File: config.mk
export PLATFORM = sky130hd
export DESIGN_NAME = rs_issue_picker
export DESIGN_NICKNAME = d
export VERILOG_FILES = /design/src/rtl/rs_issue_picker_pkg.sv /design/src/rtl/rs_issue_picker_age.sv /design/src/rtl/rs_issue_picker.sv
export SDC_FILE = /design/constraint.sdc
export NUM_CORES = 1
export LEC_CHECK = 0
export ABC_AREA = 1
export CORE_MARGIN = 2
export CORE_UTILIZATION = 43
export CTS_BUF_LIST = sky130_fd_sc_hd__clkbuf_8
export CTS_CLUSTER_DIAMETER = 120
export DETAILED_ROUTE_END_ITERATION = 8
export PLACE_DENSITY = 0.94
export SLEW_MARGIN = 20
export SYNTH_ARGS = -nofsm -noshare
export SYNTH_HDL_FRONTEND = slang
export SYNTH_SLANG_ARGS = --single-unit
export TNS_END_PERCENT = 1
File: constraint.sdc
create_clock -name clk_in -period 2.4 [get_ports clk_in]
set_input_delay 0.72 -clock clk_in [delete_from_list [all_inputs] [get_ports clk_in]]
set_output_delay 0.72 -clock clk_in [all_outputs]
set_load 0.1 [all_outputs]
File: src/rtl/rs_issue_picker_pkg.sv
// rs_issue_picker_pkg
//   Shared constants and types for the reservation-station issue picker.
//   RS_SIZE_DEF / RS_BIT_DEF : default slot count and slot index width.
//   RS_NONE                  : index reported when no slot applies (e.g. alloc while full).
//   occ_op_e                 : per-cycle occupancy counter operation.
package rs_issue_picker_pkg;

    localparam int RS_SIZE_DEF = 16;
    localparam int RS_BIT_DEF  = 4;

    localparam logic [RS_BIT_DEF-1:0] RS_NONE = '0;

    typedef enum logic [1:0] {
        OCC_HOLD = 2'd0,
        OCC_INC  = 2'd1,
        OCC_DEC  = 2'd2,
        OCC_CLR  = 2'd3
    } occ_op_e;

endpackage

File: src/rtl/rs_issue_picker_age.sv
// rs_age_matrix
//   Allocation-age tracker used only when RS_OLDEST_FIRST_EN is defined.
//   older[j][i] = 1 means slot j was allocated before slot i.
//   Ports:
//     clk_in, rst_in   clock, asynchronous active-high reset
//     flush            clear all age state (already qualified with the global enable)
//     alloc_onehot     one-hot of the slot allocated this cycle, zero when no alloc fires
//     busy             slot occupancy from the RS entry array
//     eligible         slots that may be picked this cycle
//     oldest_onehot    the single eligible slot that no other eligible slot is older than
module rs_age_matrix #(
    parameter int RS_SIZE = 16
) (
    input  logic               clk_in,
    input  logic               rst_in,
    input  logic               flush,
    input  logic [RS_SIZE-1:0] alloc_onehot,
    input  logic [RS_SIZE-1:0] busy,
    input  logic [RS_SIZE-1:0] eligible,
    output logic [RS_SIZE-1:0] oldest_onehot
);

    logic [RS_SIZE-1:0] older [RS_SIZE];

    // A newly allocated slot is younger than everything currently busy and older
    // than nothing. Stale bits left by freed slots are harmless: a freed slot is
    // never eligible, and its row is wiped when it is allocated again.
    always_ff @(posedge clk_in or posedge rst_in) begin
        if (rst_in) begin
            for (int j = 0; j < RS_SIZE; j++)
                older[j] <= '0;
        end else if (flush) begin
            for (int j = 0; j < RS_SIZE; j++)
                older[j] <= '0;
        end else if (|alloc_onehot) begin
            for (int j = 0; j < RS_SIZE; j++) begin
                if (alloc_onehot[j]) begin
                    older[j] <= '0;
                end else begin
                    for (int i = 0; i < RS_SIZE; i++)
                        if (alloc_onehot[i])
                            older[j][i] <= busy[j];
                end
            end
        end
    end

    always_comb begin
        oldest_onehot = '0;
        for (int i = 0; i < RS_SIZE; i++) begin
            logic blocked;
            blocked = 1'b0;
            for (int j = 0; j < RS_SIZE; j++)
                if (eligible[j] && older[j][i])
                    blocked = 1'b1;
            oldest_onehot[i] = eligible[i] & ~blocked;
        end
    end

endmodule

File: src/rtl/rs_issue_picker.sv
// rs_issue_picker
//   Registered allocate/issue selector for the reservation station. Reports the
//   lowest free slot for dispatch and picks one prepared slot for the ALU, holding
//   the pick in an output register under a valid/ready handshake.
//   Build option: define RS_OLDEST_FIRST_EN to pick the oldest eligible slot
//   (age matrix); otherwise the lowest-index eligible slot is picked.
//   Ports:
//     clk_in       clock
//     rst_in       asynchronous active-high reset
//     rdy_in       global enable; 0 freezes all state
//     clear_in     flush: drop issue register, occupancy and age state
//     busy         slot occupied
//     prepared     slot busy with all operands ready
//     alloc_valid  dispatch requests a slot
//     full         no free slot (comb.)
//     alloc_entry  lowest free slot, 0 when full (comb.)
//     issue_valid  issue_entry holds a slot to execute (reg.)
//     issue_ready  ALU accepts issue_entry
//     issue_entry  slot being issued (reg.)
//     occupancy    slots allocated and not yet issued (reg.)
module rs_issue_picker
    import rs_issue_picker_pkg::*;
#(
    parameter int RS_SIZE = RS_SIZE_DEF,
    parameter int RS_BIT  = RS_BIT_DEF
) (
    input  logic               clk_in,
    input  logic               rst_in,
    input  logic               rdy_in,
    input  logic               clear_in,
    input  logic [RS_SIZE-1:0] busy,
    input  logic [RS_SIZE-1:0] prepared,
    input  logic               alloc_valid,
    output logic               full,
    output logic [RS_BIT-1:0]  alloc_entry,
    output logic               issue_valid,
    input  logic               issue_ready,
    output logic [RS_BIT-1:0]  issue_entry,
    output logic [RS_BIT:0]    occupancy
);

    localparam logic [RS_BIT:0] OCC_MAX = (RS_BIT+1)'(RS_SIZE);

    logic               alloc_fire;
    logic               issue_fire;
    logic               issue_load;
    logic               flush;
    logic [RS_SIZE-1:0] held_mask;
    logic [RS_SIZE-1:0] eligible;
    logic               pick_valid;
    logic [RS_BIT-1:0]  pick_entry;
    occ_op_e            occ_op;

    // ---------------- allocation ----------------
    assign full = &busy;

    always_comb begin
        alloc_entry = RS_BIT'(RS_NONE);
        for (int i = RS_SIZE - 1; i >= 0; i--)
            if (!busy[i])
                alloc_entry = RS_BIT'(i);
    end

    assign flush      = rdy_in & clear_in;
    assign alloc_fire = rdy_in & ~clear_in & alloc_valid & ~full;
    assign issue_fire = rdy_in & issue_valid & issue_ready;
    assign issue_load = rdy_in & (~issue_valid | issue_ready);

    // The slot sitting in the issue register is still prepared until the RS sees
    // the fire, so it must be masked out or it would be issued twice.
    assign held_mask = issue_valid ? (RS_SIZE'(1) << issue_entry) : '0;
    assign eligible  = prepared & ~held_mask;
    assign pick_valid = |eligible;

    // ---------------- pick ----------------
`ifdef RS_OLDEST_FIRST_EN
    logic [RS_SIZE-1:0] alloc_onehot;
    logic [RS_SIZE-1:0] oldest_onehot;

    assign alloc_onehot = alloc_fire ? (RS_SIZE'(1) << alloc_entry) : '0;

    rs_age_matrix #(
        .RS_SIZE (RS_SIZE)
    ) u_age (
        .clk_in        (clk_in),
        .rst_in        (rst_in),
        .flush         (flush),
        .alloc_onehot  (alloc_onehot),
        .busy          (busy),
        .eligible      (eligible),
        .oldest_onehot (oldest_onehot)
    );

    always_comb begin
        pick_entry = '0;
        for (int i = 0; i < RS_SIZE; i++)
            if (oldest_onehot[i])
                pick_entry = pick_entry | RS_BIT'(i);
    end
`else
    always_comb begin
        pick_entry = '0;
        for (int i = RS_SIZE - 1; i >= 0; i--)
            if (eligible[i])
                pick_entry = RS_BIT'(i);
    end
`endif

    // ---------------- issue register ----------------
    always_ff @(posedge clk_in or posedge rst_in) begin
        if (rst_in) begin
            issue_valid <= 1'b0;
            issue_entry <= '0;
        end else if (flush) begin
            issue_valid <= 1'b0;
        end else if (issue_load) begin
            issue_valid <= pick_valid;
            if (pick_valid)
                issue_entry <= pick_entry;
        end
    end

    // ---------------- occupancy ----------------
    always_comb begin
        occ_op = OCC_HOLD;
        if (flush)
            occ_op = OCC_CLR;
        else if (alloc_fire && !issue_fire)
            occ_op = OCC_INC;
        else if (issue_fire && !alloc_fire)
            occ_op = OCC_DEC;
    end

    always_ff @(posedge clk_in or posedge rst_in) begin
        if (rst_in) begin
            occupancy <= '0;
        end else begin
            case (occ_op)
                OCC_CLR:  occupancy <= '0;
                OCC_INC:  if (occupancy != OCC_MAX) occupancy <= occupancy + 1'b1;
                OCC_DEC:  if (occupancy != '0)      occupancy <= occupancy - 1'b1;
                default:  occupancy <= occupancy;
            endcase
        end
    end

    // Saturation means the RS and this counter disagree about slot ownership.
    assert property (@(posedge clk_in) disable iff (rst_in)
        !(occ_op == OCC_INC && occupancy == OCC_MAX));
    assert property (@(posedge clk_in) disable iff (rst_in)
        !(occ_op == OCC_DEC && occupancy == '0));

endmodule
# Yosys cells after proc, flatten, opt, wreduce, memory -nomap -nowiden
# Cells that the tools add are included.
[classes] add_sub_neg=2 eq_ne=6 shift=1 mux=41 n_bitwise=14 reduce_logical=11
[op_table] operator="$mux 4" n=32
[op_table] operator="$and 16x16->16" n=1
[op_table] operator="$mux 16" n=1
[op_table] operator="$not 16->16" n=1
[op_table] operator="$reduce_and 16->1" n=1
[op_table] operator="$reduce_or 16->1" n=1
[op_table] operator="$shl 1x4->16 const A" n=1
[op_table] operator="$pmux 5 s3" n=1
[op_table] operator="$mux 5" n=2
[op_table] operator="$and 1x1->1" n=7
[op_table] operator="$mux 2" n=3
[op_table] operator="$reduce_and 3->1" n=2
[op_table] operator="$add 5x1->5 const B" n=1
[op_table] operator="$ne 5x5->1 const B" n=1
[op_table] operator="$reduce_bool 5->1" n=1
[op_table] operator="$sub 5x1->5 const B" n=1
[op_table] operator="$eq 2x2->1 const B" n=2
[op_table] operator="$ne 2x2->1 const B" n=2
[op_table] operator="$not 1->1" n=4
[op_table] operator="$reduce_bool 3->1" n=1
[op_table] operator="$eq 2x1->1 const B" n=1
[op_table] operator="$logic_and 1x1->1" n=2
[op_table] operator="$logic_not 1->1" n=2
[op_table] operator="$mux 1" n=2
[op_table] operator="other kinds (2)" n=2
[word_totals] register_bits=10 in_bits=38 out_inout_bits=15 elab_cells=78

# Logic depth before layout (Yosys ltp)
[depth] word_depth=20 ltp_mapped=20 mapped_depth_nobuf=20

# Least setup slack after synthesis
# Ideal clock, no wire load.
[synth_path] path_kind="in2out" from="input port busy[14]" to="output port alloc_entry[0]" arrival_time_ps=3549 t_required_ps=1680 slack_ps=-1869 path_stages=12 n_path_buf=0 cell_sequence="inv_1 -> o21ai_0 -> a21boi_0 -> o21ai_0 -> nand2_1 -> nand2_1 -> nand2_1 -> nand2_1 -> nand2_1 -> nand2_1 -> nand2_1 -> a21boi_0"
[synth_via] elab_chain_len=15
[synth_rtl] element="start, declared" line_no="rs_issue_picker.sv:31" rtl="input logic [RS_SIZE-1:0] busy,"
[synth_rtl] element="$mux 4 (15 in series)" line_no="rs_issue_picker.sv:60" rtl="if (!busy[i])"
[synth_rtl] element="end, declared" line_no="rs_issue_picker.sv:35" rtl="output logic [RS_BIT-1:0] alloc_entry,"
# No other way between the ends.

# Worst setup path in the final report
[layout_path] from="input port busy[3]" to="register occupancy[4]"
[layout_via] elab_chain_len=11 word_cells_on_any_way=17 cone_classes="eq/ne (5); mux (4); bitwise (2); reduce/logical (6)"
[layout_rtl] element="$reduce_and 16->1 *" line_no="rs_issue_picker.sv:55" rtl="assign full = &busy;"
[layout_rtl] element="$not 1->1 *" line_no="rs_issue_picker.sv:65" rtl="assign alloc_fire = rdy_in & ~clear_in & alloc_valid & ~full;"
[layout_rtl] element="$and 1x1->1 *" line_no="rs_issue_picker.sv:65"
[layout_rtl] element="$logic_not 1->1" line_no="rs_issue_picker.sv:130" rtl="else if (issue_fire && !alloc_fire)"
[layout_rtl] element="$logic_and 1x1->1" line_no="rs_issue_picker.sv:130"
[layout_rtl] element="$mux 2" line_no="rs_issue_picker.sv:130"
[layout_rtl] element="$mux 2 *" line_no="rs_issue_picker.sv:128" rtl="else if (alloc_fire && !issue_fire)"
[layout_rtl] element="$mux 2 *" line_no="rs_issue_picker.sv:126" rtl="if (flush)"
[layout_rtl] element="$eq 2x2->1 / $eq 2x1->1 (equally long branches)" line_no="rs_issue_picker.sv:138" rtl="case (occ_op)"
[layout_rtl] element="$ne 2x2->1 (no line) / $reduce_bool 3->1 (equally long branches)"
[layout_rtl] element="$reduce_and 3->1 (no line)"
[layout_rtl] element="end signal, assigned" line_no="rs_issue_picker.sv:140" rtl="OCC_INC: if (occupancy != OCC_MAX) occupancy <= occupancy + 1'b1;"
[layout_rtl] element="end signal, assigned" line_no="rs_issue_picker.sv:141" rtl="OCC_DEC: if (occupancy != '0) occupancy <= occupancy - 1'b1;"
[layout_rtl] element="end signal, assigned" line_no="rs_issue_picker.sv:142" rtl="default: occupancy <= occupancy;"
[layout_rtl] element="end, declared" line_no="rs_issue_picker.sv:39" rtl="output logic [RS_BIT:0] occupancy"
# Every way passes the cells marked *; elsewhere a longest branch is shown, timed or not.
# A chain may end at the register's enable or synchronous reset.

==> run summary <==
Syn Area/Cell: 6.319 um2
Crit end category: flip-flop
Reg-to-reg endpoint: occupancy[4]
Most common cell after layout, fill and taps aside: nand2_1
Worst-margin pin slew: 0.3971 ns
Min cycle time layout: 2.625 ns
R2R Path Start: issue_valid
Number of synthesized register bits: 10
Clock power share: 0.121
Post-synth ARST share: 1.000
Critical path type: in2reg
Final wirelength: 4346 um
Critical path required time: 2.52 ns
CTS sink cnt: 10
Multi-input logic area: 939.7 um2
CTS Buffer Depth: 2
Remaining antenna violation count after routing: 0
Syn Inst Count: 180
Final Core Density: 0.8488
WL/cell: 14.63 um
R2R cell count: 10
NumNets Final: 314
Fin. max-slew vios: 0
Slew HR: 0.7353
Worst reg2reg setup slack: 0.34 ns
Fillers: 136
Setup_tns: -1.091 ns
Int Power: 666.5 uW
Post-synthesis sequential area ratio: 0.2200
Combinational fraction of design power: 0.671
Synth cell types: 31
# diodes: 0
Number of buffers created by CTS: 3
Largest net degree at the start of global routing: 11
HPWL after DPL: 2709 um
Number of global-route vias before repair: 1581
Worst hold-check path type: reg2reg
Switching share of power: 0.5543
Min-delay src: occupancy[3]
Layout area overhead: 86.58%
Worst Path Max Fanout: 5
Syn Nets: 225
Worst-skew pair later-pin latency: 0.24 ns
Max Cap Viol: 0
Endpoints failing hold: 0
Register area: 250.2 um2
WP data arrival: 2.74 ns
Most frequent cells in the layout: nand2_1 (47), buf_4 (41), clkdlybuf4s50_1 (18), inv_1 (16), nand3_1 (12)
FMAX: 0.3810 GHz
Status: complete, but fails checks
Starting density of the core: 0.4550
Die area: 0.003072 mm2
Failing checks: setup timing
Die X: 55.43 um
Buffers on Ports: 52
Routed via count: 1629
Detailed Routing Iterations Pass 1: 4
Top FF cell, synth: dfrtp_1
Clk pin slew, worst setup/hold paths: 0.05 ns
Initial antenna violation count: 0
Worst slack, placed: -0.9144 ns
Yosys warning total: 0
Via density: 5.485
NetSw: 829.1 uW
Gr usage total: 0.2805
Fraction of layout cells with a size suffix above 1: 0.4232
Routability cong.: 0.9164
Post-Syn Area: 0.001137 mm2
First-pass GRT wire length: 6982 um
Worst Hold Path Cells: 2
Setup crit start kind: input pin
Unrepaired setup endpoints after global routing: true
Grt ovf: 0
Max rail drop VDD: 0.0009716 V
Sequential share of power: 0.208
Final instance area: 0.002122 mm2
PD cells: 704.8 mW/mm2
Post-route DRC: 0
Leak Pwr: 1.033 nW
Worst Skew: 0.006728 ns
Root Driver: clkbuf_8
# setup viols final: 9
Cell row count: 18
CTS tree: built
Worst Hold End: occupancy[3]
Hold buffers post-CTS: 0
Core Region: 0.002500 mm2
Io pins: 53
1st-iter DRT viols: 58
Post-synth EDFFs: 0
Die H: 55.43 um
H-tree depth: 1
Setup ws final: -0.2246 ns
Post-Place Cell Area: 0.001919 mm2
Period utilisation layout: 1.094
## kinds of logic (layout without fill, tap and decap cells)
group	count (synthesis)	in the layout	share of synthesized area
simple gates	96	96	0.3674
compound gates	38	38	0.2079
buf+inv	25	112	0.09021
flops	10	10	0.2200
fa+ha+maj	7	7	0.08361
xor+xnor	4	4	0.03081
## power groups by stage
stage | clock, mW | combinational (mW) | sequential, mW
2_1_floorplan | 0 | 0.297 | 0.611
3_3_place_gp | 0 | 0.866 | 0.294
3_5_place_dp | 0 | 0.889 | 0.296
4_1_cts | 0.164 | 0.956 | 0.300
5_1_grt | 0.187 | 1.06 | 0.318
6_report | 0.180 | 1.00 | 0.311
## timing repair
item / 4_1_cts / 5_1_grt
setup buffers: 11 / 1
gates resized for setup: 91 / 10
pin swaps: 32 / 15
gates cloned: 0 / 0
setup endpoints to repair: 10 / 10
## synthesized netlist by cell type (all sizes together), types with 3 or more instances
library cell / instances / share of area
a21oi: 5 / 0.022
dfrtp: 10 / 0.22
ha: 6 / 0.066
inv: 23 / 0.076
nand2: 57 / 0.20
nand3: 15 / 0.066
nand4: 3 / 0.017
nor2: 16 / 0.062
o21ai: 22 / 0.10
xnor2: 3 / 0.023
## sequential cells by signal, summed over array words and instances (netlist names)
name and flops:
issue_entry 4, issue_valid 1, occupancy 5
## worst max-delay path, stage by stage
cell             delay [ns]
clkdlybuf4s15_2        0.18
nand4_1                0.13
nor2_1                 0.06
nand2_1                0.14
buf_4                  0.15
nand3_2                0.08
nand2_2                0.10
inv_2                  0.05
ha_4                   0.19
fa_2                   0.37
a21o_1                 0.20
a21oi_2                0.13
xnor2_1                0.15
o22ai_2                0.09
## through the flow
step	instances	hold WS, ns	power (mW)
2_1_floorplan	180	0.5602	0.9076
3_3_place_gp	282	0.5323	1.160
3_5_place_dp	282	0.5319	1.185
4_1_cts	296	0.5492	1.420
5_1_grt	297	0.6130	1.562
6_report	297	0.5820	1.496
## worst max path at each step
stage	start	to	slack [ns]	cells after the start
4_1_cts	busy[14]	alloc_entry[0]	-0.22	14
3_3_place_gp	busy[10]	occupancy[3]	-0.75	13
6_report	busy[3]	occupancy[4]	-0.22	14
5_1_grt	busy[3]	occupancy[4]	-0.33	14
2_1_floorplan	busy[4]	occupancy[4]	-0.56	14
3_5_place_dp	busy[8]	occupancy[1]	-0.91	15
## per-layer routing
metal / GRT usage / vias to the layer above / share of wire
met2: 0.5034 / 82 / 0.51
met3: 0.05152 / 18 / 0.076
met4: 0.1150 / 0 / 0.040
li1: - / 778 / -
met5: 0 / - / 0
met1: 0.3241 / 751 / 0.38
## cell type report
type / count / area share
clock buffer: 3 / 0.01946
inverter: 24 / 0.04481
multi-input combinational: 145 / 0.4428
sequential: 10 / 0.1179
tap: 30 / 0.01769
timing repair buffer: 85 / 0.3573
Power figures use the tool's default switching activity.
